===== config.mk =====
export PLATFORM = sky130hd
export DESIGN_NAME = hazard_scoreboard
export DESIGN_NICKNAME = d
export VERILOG_FILES = /design/src/rtl/hazard_scoreboard_pkg.sv /design/src/rtl/hazard_scoreboard_entry.sv /design/src/rtl/hazard_scoreboard.sv
export SDC_FILE = /design/constraint.sdc
export NUM_CORES = 1
export LEC_CHECK = 0
export CORE_MARGIN = 1.5
export CORE_UTILIZATION = 55
export CTS_CLUSTER_DIAMETER = 80
export DETAILED_ROUTE_END_ITERATION = 10
export HOLD_SLACK_MARGIN = 0.03
export PLACE_DENSITY_LB_ADDON = 0.12
export REMOVE_ABC_BUFFERS = 1
export SLEW_MARGIN = 10
export SYNTH_ARGS = -nofsm -noshare
export SYNTH_HDL_FRONTEND = slang
export SYNTH_SLANG_ARGS = --single-unit

===== constraint.sdc =====
create_clock -name clk -period 9.65 [get_ports clk]
set_input_delay 1.93 -clock clk [delete_from_list [all_inputs] [get_ports clk]]
set_output_delay 1.93 -clock clk [all_outputs]
set_load 0.005 [all_outputs]

===== src/rtl/hazard_scoreboard_pkg.sv =====
// Shared constants and types for the ID/EX hazard scoreboard.
// Producer latency classes are expressed in scoreboard countdown cycles.
package hazard_scoreboard_pkg;

   localparam int REG_ADDR_W_DEF = 5;

   localparam int LAT_ALU  = 1;
   localparam int LAT_LOAD = 2;
   localparam int LAT_MUL  = 3;
   localparam int LAT_DIV  = 7;

   typedef enum logic {
      FLUSH_NONE   = 1'b0,
      FLUSH_BRANCH = 1'b1
   } flush_reason_e;

endpackage


===== src/rtl/hazard_scoreboard_entry.sv =====
// One register's in-flight write countdown with load, decrement and freeze.
// A register reads as ready once its countdown reaches 0, or 1 when forwarding is on.
module scoreboard_entry
   import hazard_scoreboard_pkg::*;
#(
   parameter int LAT_W  = 3,
   parameter int FWD_EN = 1
) (
   input  logic             clk,
   input  logic             rst,
   input  logic             hold,
   input  logic             load,
   input  logic [LAT_W-1:0] load_val,
   output logic [LAT_W-1:0] cnt,
   output logic             ready,
   output logic             busy
);

   always_ff @(posedge clk or posedge rst) begin
      if (rst) begin
         cnt <= '0;
      end else if (!hold) begin
         if (load) begin
            cnt <= load_val;
         end else if (cnt != '0) begin
            cnt <= cnt - 1'b1;
         end
      end
   end

   assign busy  = (cnt != '0);
   assign ready = (cnt == '0) || ((FWD_EN != 0) && (cnt == LAT_W'(1)));

endmodule


===== src/rtl/hazard_scoreboard.sv =====
// ID/EX hazard scoreboard: per-register write countdowns, RAW/WAW stall,
// multi-cycle branch flush and a saturating stall-cycle counter.
module hazard_scoreboard
   import hazard_scoreboard_pkg::*;
#(
   parameter int REG_ADDR_W   = REG_ADDR_W_DEF,
   parameter int LAT_W        = 3,
   parameter int FWD_EN       = 1,
   parameter int FLUSH_CYCLES = 1,
   parameter int PERF_W       = 16
) (
   input  logic                       clk,
   input  logic                       rst,
   input  logic                       id_valid,
   input  logic [REG_ADDR_W-1:0]      id_rs1,
   input  logic [REG_ADDR_W-1:0]      id_rs2,
   input  logic                       id_use_rs1,
   input  logic                       id_use_rs2,
   input  logic [REG_ADDR_W-1:0]      id_rd,
   input  logic                       id_reg_write,
   input  logic [LAT_W-1:0]           id_latency,
   input  logic                       branch_taken,
   input  logic                       pipe_hold,
   output logic                       stall,
   output logic                       flush_if_id,
   output logic                       flush_id_ex,
   output logic [2**REG_ADDR_W-1:0]   busy_vec,
   output logic [PERF_W-1:0]          stall_count
);

   localparam int N    = 2**REG_ADDR_W;
   localparam int FC_W = 2;

   logic [N-1:0][LAT_W-1:0] cnt;
   logic [N-1:0]            ready_vec;
   logic [N-1:0]            busy_int;
   logic                    raw_hazard;
   logic                    waw_hazard;
   logic                    hazard;
   logic                    issue;
   logic                    load_en;
   logic [FC_W-1:0]         fcnt;
   logic [PERF_W-1:0]       stall_cnt_q;
   flush_reason_e           flush_reason;

   // x0 is hardwired: never busy, always ready
   assign cnt[0]       = '0;
   assign ready_vec[0] = 1'b1;
   assign busy_int[0]  = 1'b0;

   for (genvar r = 1; r < N; r++) begin : g_entry
      scoreboard_entry #(
         .LAT_W  (LAT_W),
         .FWD_EN (FWD_EN)
      ) u_entry (
         .clk      (clk),
         .rst      (rst),
         .hold     (pipe_hold),
         .load     (load_en && (id_rd == REG_ADDR_W'(r))),
         .load_val (id_latency),
         .cnt      (cnt[r]),
         .ready    (ready_vec[r]),
         .busy     (busy_int[r])
      );
   end

   assign raw_hazard = (id_use_rs1 && !ready_vec[id_rs1]) ||
                       (id_use_rs2 && !ready_vec[id_rs2]);
   assign waw_hazard = id_reg_write && (id_rd != '0) && (cnt[id_rd] > id_latency);
   assign hazard     = raw_hazard || waw_hazard;

   assign flush_reason = branch_taken ? FLUSH_BRANCH : FLUSH_NONE;

   // A taken branch squashes ID, so it neither stalls nor issues
   assign stall   = !rst && id_valid && (flush_reason == FLUSH_NONE) && (hazard || pipe_hold);
   assign issue   = id_valid && !stall && (flush_reason == FLUSH_NONE);
   assign load_en = issue && id_reg_write && (id_rd != '0) && (id_latency != '0);

   assign flush_id_ex = !rst && (flush_reason == FLUSH_BRANCH);
   assign flush_if_id = !rst && ((flush_reason == FLUSH_BRANCH) || (fcnt != '0));
   assign busy_vec    = busy_int;
   assign stall_count = stall_cnt_q;

   always_ff @(posedge clk or posedge rst) begin
      if (rst) begin
         fcnt <= '0;
      end else if (flush_reason == FLUSH_BRANCH) begin
         fcnt <= FC_W'(FLUSH_CYCLES - 1);
      end else if (!pipe_hold && (fcnt != '0)) begin
         fcnt <= fcnt - 1'b1;
      end
   end

   // Only true data hazards are counted; pure back-pressure holds are not
   always_ff @(posedge clk or posedge rst) begin
      if (rst) begin
         stall_cnt_q <= '0;
      end else if (id_valid && hazard && (flush_reason == FLUSH_NONE) && (stall_cnt_q != '1)) begin
         stall_cnt_q <= stall_cnt_q + 1'b1;
      end
   end

endmodule


# == Word-level counts from Yosys, hierarchy flattened ==
# Index checks and enable logic that the tools add are counted.
# op_classes
n_addsub,33
n_lt_le_gt_ge,4
eq_ne,63
mux,71
n_bitwise,2
n_reduce_logical,217
# op_table
operator,count
$mux W3,63
$reduce_bool A3 Y1,32
$eq A3 B1 Y1 const B,31
$logic_not A3 Y1,31
$sub A3 B1 Y3 const B,31
$eq A5 B5 Y1 const B,16
$reduce_bool A2 Y1,33
$reduce_and A2 Y1,31
$logic_and A1 B1 Y1,49
$eq A5 B4 Y1 const B,8
$logic_or A1 B1 Y1,35
$eq A5 B3 Y1 const B,4
$lt A5 B6 Y1 const B,3
$add A16 B1 Y16 const B,1
$ne A16 B16 Y1 const B,1
$bmux W3 S5,1
$bmux W1 S5,2
$eq A5 B2 Y1 const B,2
$eq A5 B1 Y1 const B,1
$logic_not A1 Y1,5
$reduce_bool A5 Y1,1
$mux W2,2
$gt A3 B3 Y1,1
$mux W1,3
other kinds (2),3
# totals
register_bits,111
input_bits,26
output_inout_bits,51
wordCells,423

# == Depth between registers and ports, before layout ==
# logic_depth
word_depth,19
mapped_depth,20

# == Modules after synthesis ==
# From an unflattened synthesis, not the netlist that was laid out.
# unflattened
cells_unflattened,1059
hier_area_um2,10204.8
# by_module_without_submodules
mod,n_inst,cells_per_inst,area_per_inst_um2,seq_area_each_um2
scoreboard_entry,31,25,237.7,75.1
hazard_scoreboard,1,284,2835.2,450.4

# == Worst setup path after synthesis ==
# Ideal clock, no wire load.
# synth_timing
path_type,input -> output
from,input port id_rd[0]
to,output port stall
arrival_ps,6052
slack_ps,1668
stages,16
path_buffers,5
cell_sequence,clkbuf_1 > buf_1 > clkbuf_1 > mux4_2 > mux4_2 > mux2_2 > ha_1 > nor2b_1 > o21ai_0 > a221oi_1 > nor4_1 > nand4_1 > o31a_1 > buf_6 > buf_6 > and2_1
# synth_via
elab_chain_len,7
word_cells_on_any_way,9
# synth_lines
item,line_no,text
"start, declared",hazard_scoreboard.sv:19,"input logic [REG_ADDR_W-1:0] id_rd,"
$bmux W3 S5,hazard_scoreboard.sv:69,assign waw_hazard = id_reg_write && (id_rd != '0) && (cnt[id_rd] > id_latency);
$mux W3 (implied by the code),hazard_scoreboard.sv:69,
$gt A3 B3 Y1,hazard_scoreboard.sv:69,
$logic_and A1 B1 Y1 (*),hazard_scoreboard.sv:69,
$logic_or A1 B1 Y1 (*),hazard_scoreboard.sv:70,assign hazard = raw_hazard || waw_hazard;
$logic_or A1 B1 Y1 (*),hazard_scoreboard.sv:75,assign stall = !rst && id_valid && (flush_reason == FLUSH_NONE) && (hazard || pipe_hold);
$logic_and A1 B1 Y1 (*),hazard_scoreboard.sv:75,
"end, declared",hazard_scoreboard.sv:24,"output logic stall,"
# Mark *: on every way between the ends. The rest lies on a longest branch, timed or not. The select of a mux whose other input is x is not followed.

# == Final worst setup path ==
# layout_timing
from,input port id_rd[1]
to,output port stall
# The elaborated chain is that of the path after synthesis.

==> impl_results.md <==
- Final setup violation count: 0
- DRT Wirelength: 27800 um
- Core area: 17400 um^2
- Largest net degree at the start of global routing: a little over 80
- Top cells by count, synth: dfrtp_1, inv_1, nand2b_1
- CTS Root Cell: clkbuf_16
- Final ANT Viol Nets: 0
- Area contributors post-synth: dfrtp_1, ha_1, mux4_2
- Worst-Skew Late Latency: 370 ps
- Post CTS Setup Buffer Count: 0
- Final nets: 1188
- Pre-antenna DRT Iters: 8
- Post-CTS Resized: 0
- Multi-input logic area: 6240 um^2
- CP Max Fanout: 23
- Critical Path End Type: primary output
- IO buf count: 75
- Yosys top cell by area: dfrtp_1
- Htree depth: 3
- Synth Area in Compound Gates: 16.0%
- Final hold slack: 491 ps
- Post-synth top area share: around 28%
- Warnings, synthesis: 0
- F_max: 0.116 GHz
- Total global routing overflow: 0
- Sequential power share: 37.1%
- Leakage: 0.00447 uW
- Pwr/cell area: roughly 240 nW/um^2
- Gpl congestion: 0.967
- XOR/XNOR Fraction of Synth Area: about 1.4%
- Synthesized flop and latch total: 111
- Vias per cell: 6.49
- First-pass GRT wire length: 43600 um
- Critical R2R Launch: g_entry[6].u_entry.cnt[1]
- Critical Path Start: id_rd[1]
- I/O pin cnt: 77
- Yosys cell types: 62
- Storage element area: between 2000 and 3000 um^2
- Clock power share: 15.2%
- Final-report max-slew violation count: 0
- NetSw: approximately 1100 uW
- Comb pwr share: 47.7%
- Arrival time worst endpoint: 6680 ps
- Clk buf depth: 2
- CP Class: in -> out
- Vias in the first global route: 7627
- RSZ-0062 raised after global routing: false
- Fin Setup TNS: 0 ps
- Worst-margin pin slew: 1050 ps
- HP Class: reg -> reg
- DR DRC count: 0
- Crit start category: input port
- Adder-cell share of the synthesized area: 10.3%
- Sink Count: 111
- Critical Path RT: around 7700 ps
- FILL cells: roughly 1.5k
- Via Count: ~8.5k
- Largest family of logic cells by synthesized area: simple AND/OR/NAND/NOR gates
- Fin crit share: ~90%
- Clock Skew: just under 10 ps
- Maximum VDD drop: 0.000179 V
- DR WL/cell: 21.2 um
- Multiplexer area fraction after synthesis: 10.3%
- Mapped Cells: 1073
- Commonest register cell after synthesis: dfrtp_1
- Count leader, synth: dfrtp_1
- Hold Startpoint: stall_count[6]
- Clock-pin slew on the worst setup and hold paths: 80 ps
- Synthesized area: 9810 um^2
- Num rows: 48
- Area grow syn2layout: 9.72%
- Async set-reset flop share out of synthesis: 100%
- Die Footprint: 18700 um^2
- Synth Area per Inst: 9.15 um^2
- Status: finished clean
- Layout cells sized above 1: 11.1%
- Die H: 137 um
- P_int: 1450 uW
- CTS Buf Count: 9
- Hold-fix buffers at CTS: 0
- Die Span X: 137 um
- Simple-gate share of the synthesized area: 25.2%
- Fin crit period: ~8600 ps
- GR Util All Layers: 30.7%
- Starting Density: 56.5%
- Sequential fraction of the synthesis area: 28.3%
- TritonCTS clock tree: built
- Number of antenna violations at the first check in global routing: 0
- Iter 0 DRT Violations: 877
- Post-synth EDFFs: 0
- Max_slew headroom: 29.8%
- Total of max-cap violations: 0
- ANT cells: 0
- DP HPWL: 19900 um
- Switching Share: a little over two fifths
- R2R Setup Slk: ~4800 ps
- Final hold vios: 0
## final cells by class
cell class / instances / area share (%)
clock buffer: 10 / 2.22
clock inverter: 6 / 0.476
inverter: 88 / 3.09
multi-input combinational: 783 / 57.9
sequential: 111 / 25.8
tap: 225 / 2.61
timing repair buffer: 88 / 7.86
## per-stage QoR
stage	instance area [um^2]	util, %	power, uW	worst slack (ps)	cells
after global placement	10500	60.4	2100	1110	1295
after detailed placement	10500	60.4	2130	1070	1295
final	10800	62.0	2540	1040	1311
after CTS	10800	62.0	2520	1050	1311
after global routing	10800	62.0	2730	804	1311
after floorplan	9320	-	1720	1570	982
## critical path, cell delays in order
cell             delay (ps)
clkdlybuf4s50_1        1160
buf_4                   350
mux4_2                  310
mux4_2                  480
mux2_2                  280
ha_1                    290
nor2b_1                 140
o21ai_0                 150
a221oi_1                110
nor4_1                  280
nand4_1                 240
o31a_2                  360
and2_1                  140
clkdlybuf4s50_1         430
## cells in the final DEF (no fill, tap or decap), types with 26 or more instances in the layout
master and n:
a21oi_1 62, a221oi_1 39, clkdlybuf4s50_1 74, dfrtp_1 111
ha_1 81, inv_1 86, mux2i_1 28, mux4_2 31
nand2_1 46, nand2b_1 83, nand3_1 81, nor2_1 59
nor3_1 26
## sequential cells by signal, summed over array words and instances, names as in the netlist
name                 flops
fcnt                     2
g_entry.u_entry.cnt     93
stall_count             16
## path summary, 6_finish.rpt
check,end,cells past startpoint
max in group asynchronous,g_entry[21].u_entry.cnt[1],3
min reg2reg,stall_count[6],1
max reg2reg,g_entry[9].u_entry.cnt[0],14
min in group asynchronous,g_entry[27].u_entry.cnt[1],2
max,stall,14
min,stall_count[6],1
## metal layers
| layer | vias up | GRT usage (%) | share of wire, % | routed length (um) |
|---|---|---|---|---|
| met5 | - | 0 | 0 | 0 |
| met3 | 43 | 4.22 | 7.0 | 1950 |
| met1 | 4193 | 45.0 | 45 | 12600 |
| li1 | 3919 | - | - | - |
| met2 | 350 | 46.8 | 45 | 12600 |
| met4 | 0 | 9.57 | 2.2 | 619 |
## cell families (layout without fill, tap and decap cells)
family,Yosys count,count (layout)
flip-flops,111,111
AND/OR/NAND/NOR,403,403
multiplexers,62,62
AO/OA/AOI/OAI,220,220
XOR/XNOR,16,16
other,1,1
buffers and inverters,179,192
adder cells (fa/ha/maj),81,81
## power by group through the flow
stage,sequential [uW],combinational (uW),clock (uW)
global route,964,1360,405
finish,942,1210,386
global placement,947,1160,0
CTS,931,1200,390
detailed placement,936,1200,0
floorplan,808,915,0
No activity file was read; power rests on OpenSTA's default activity.
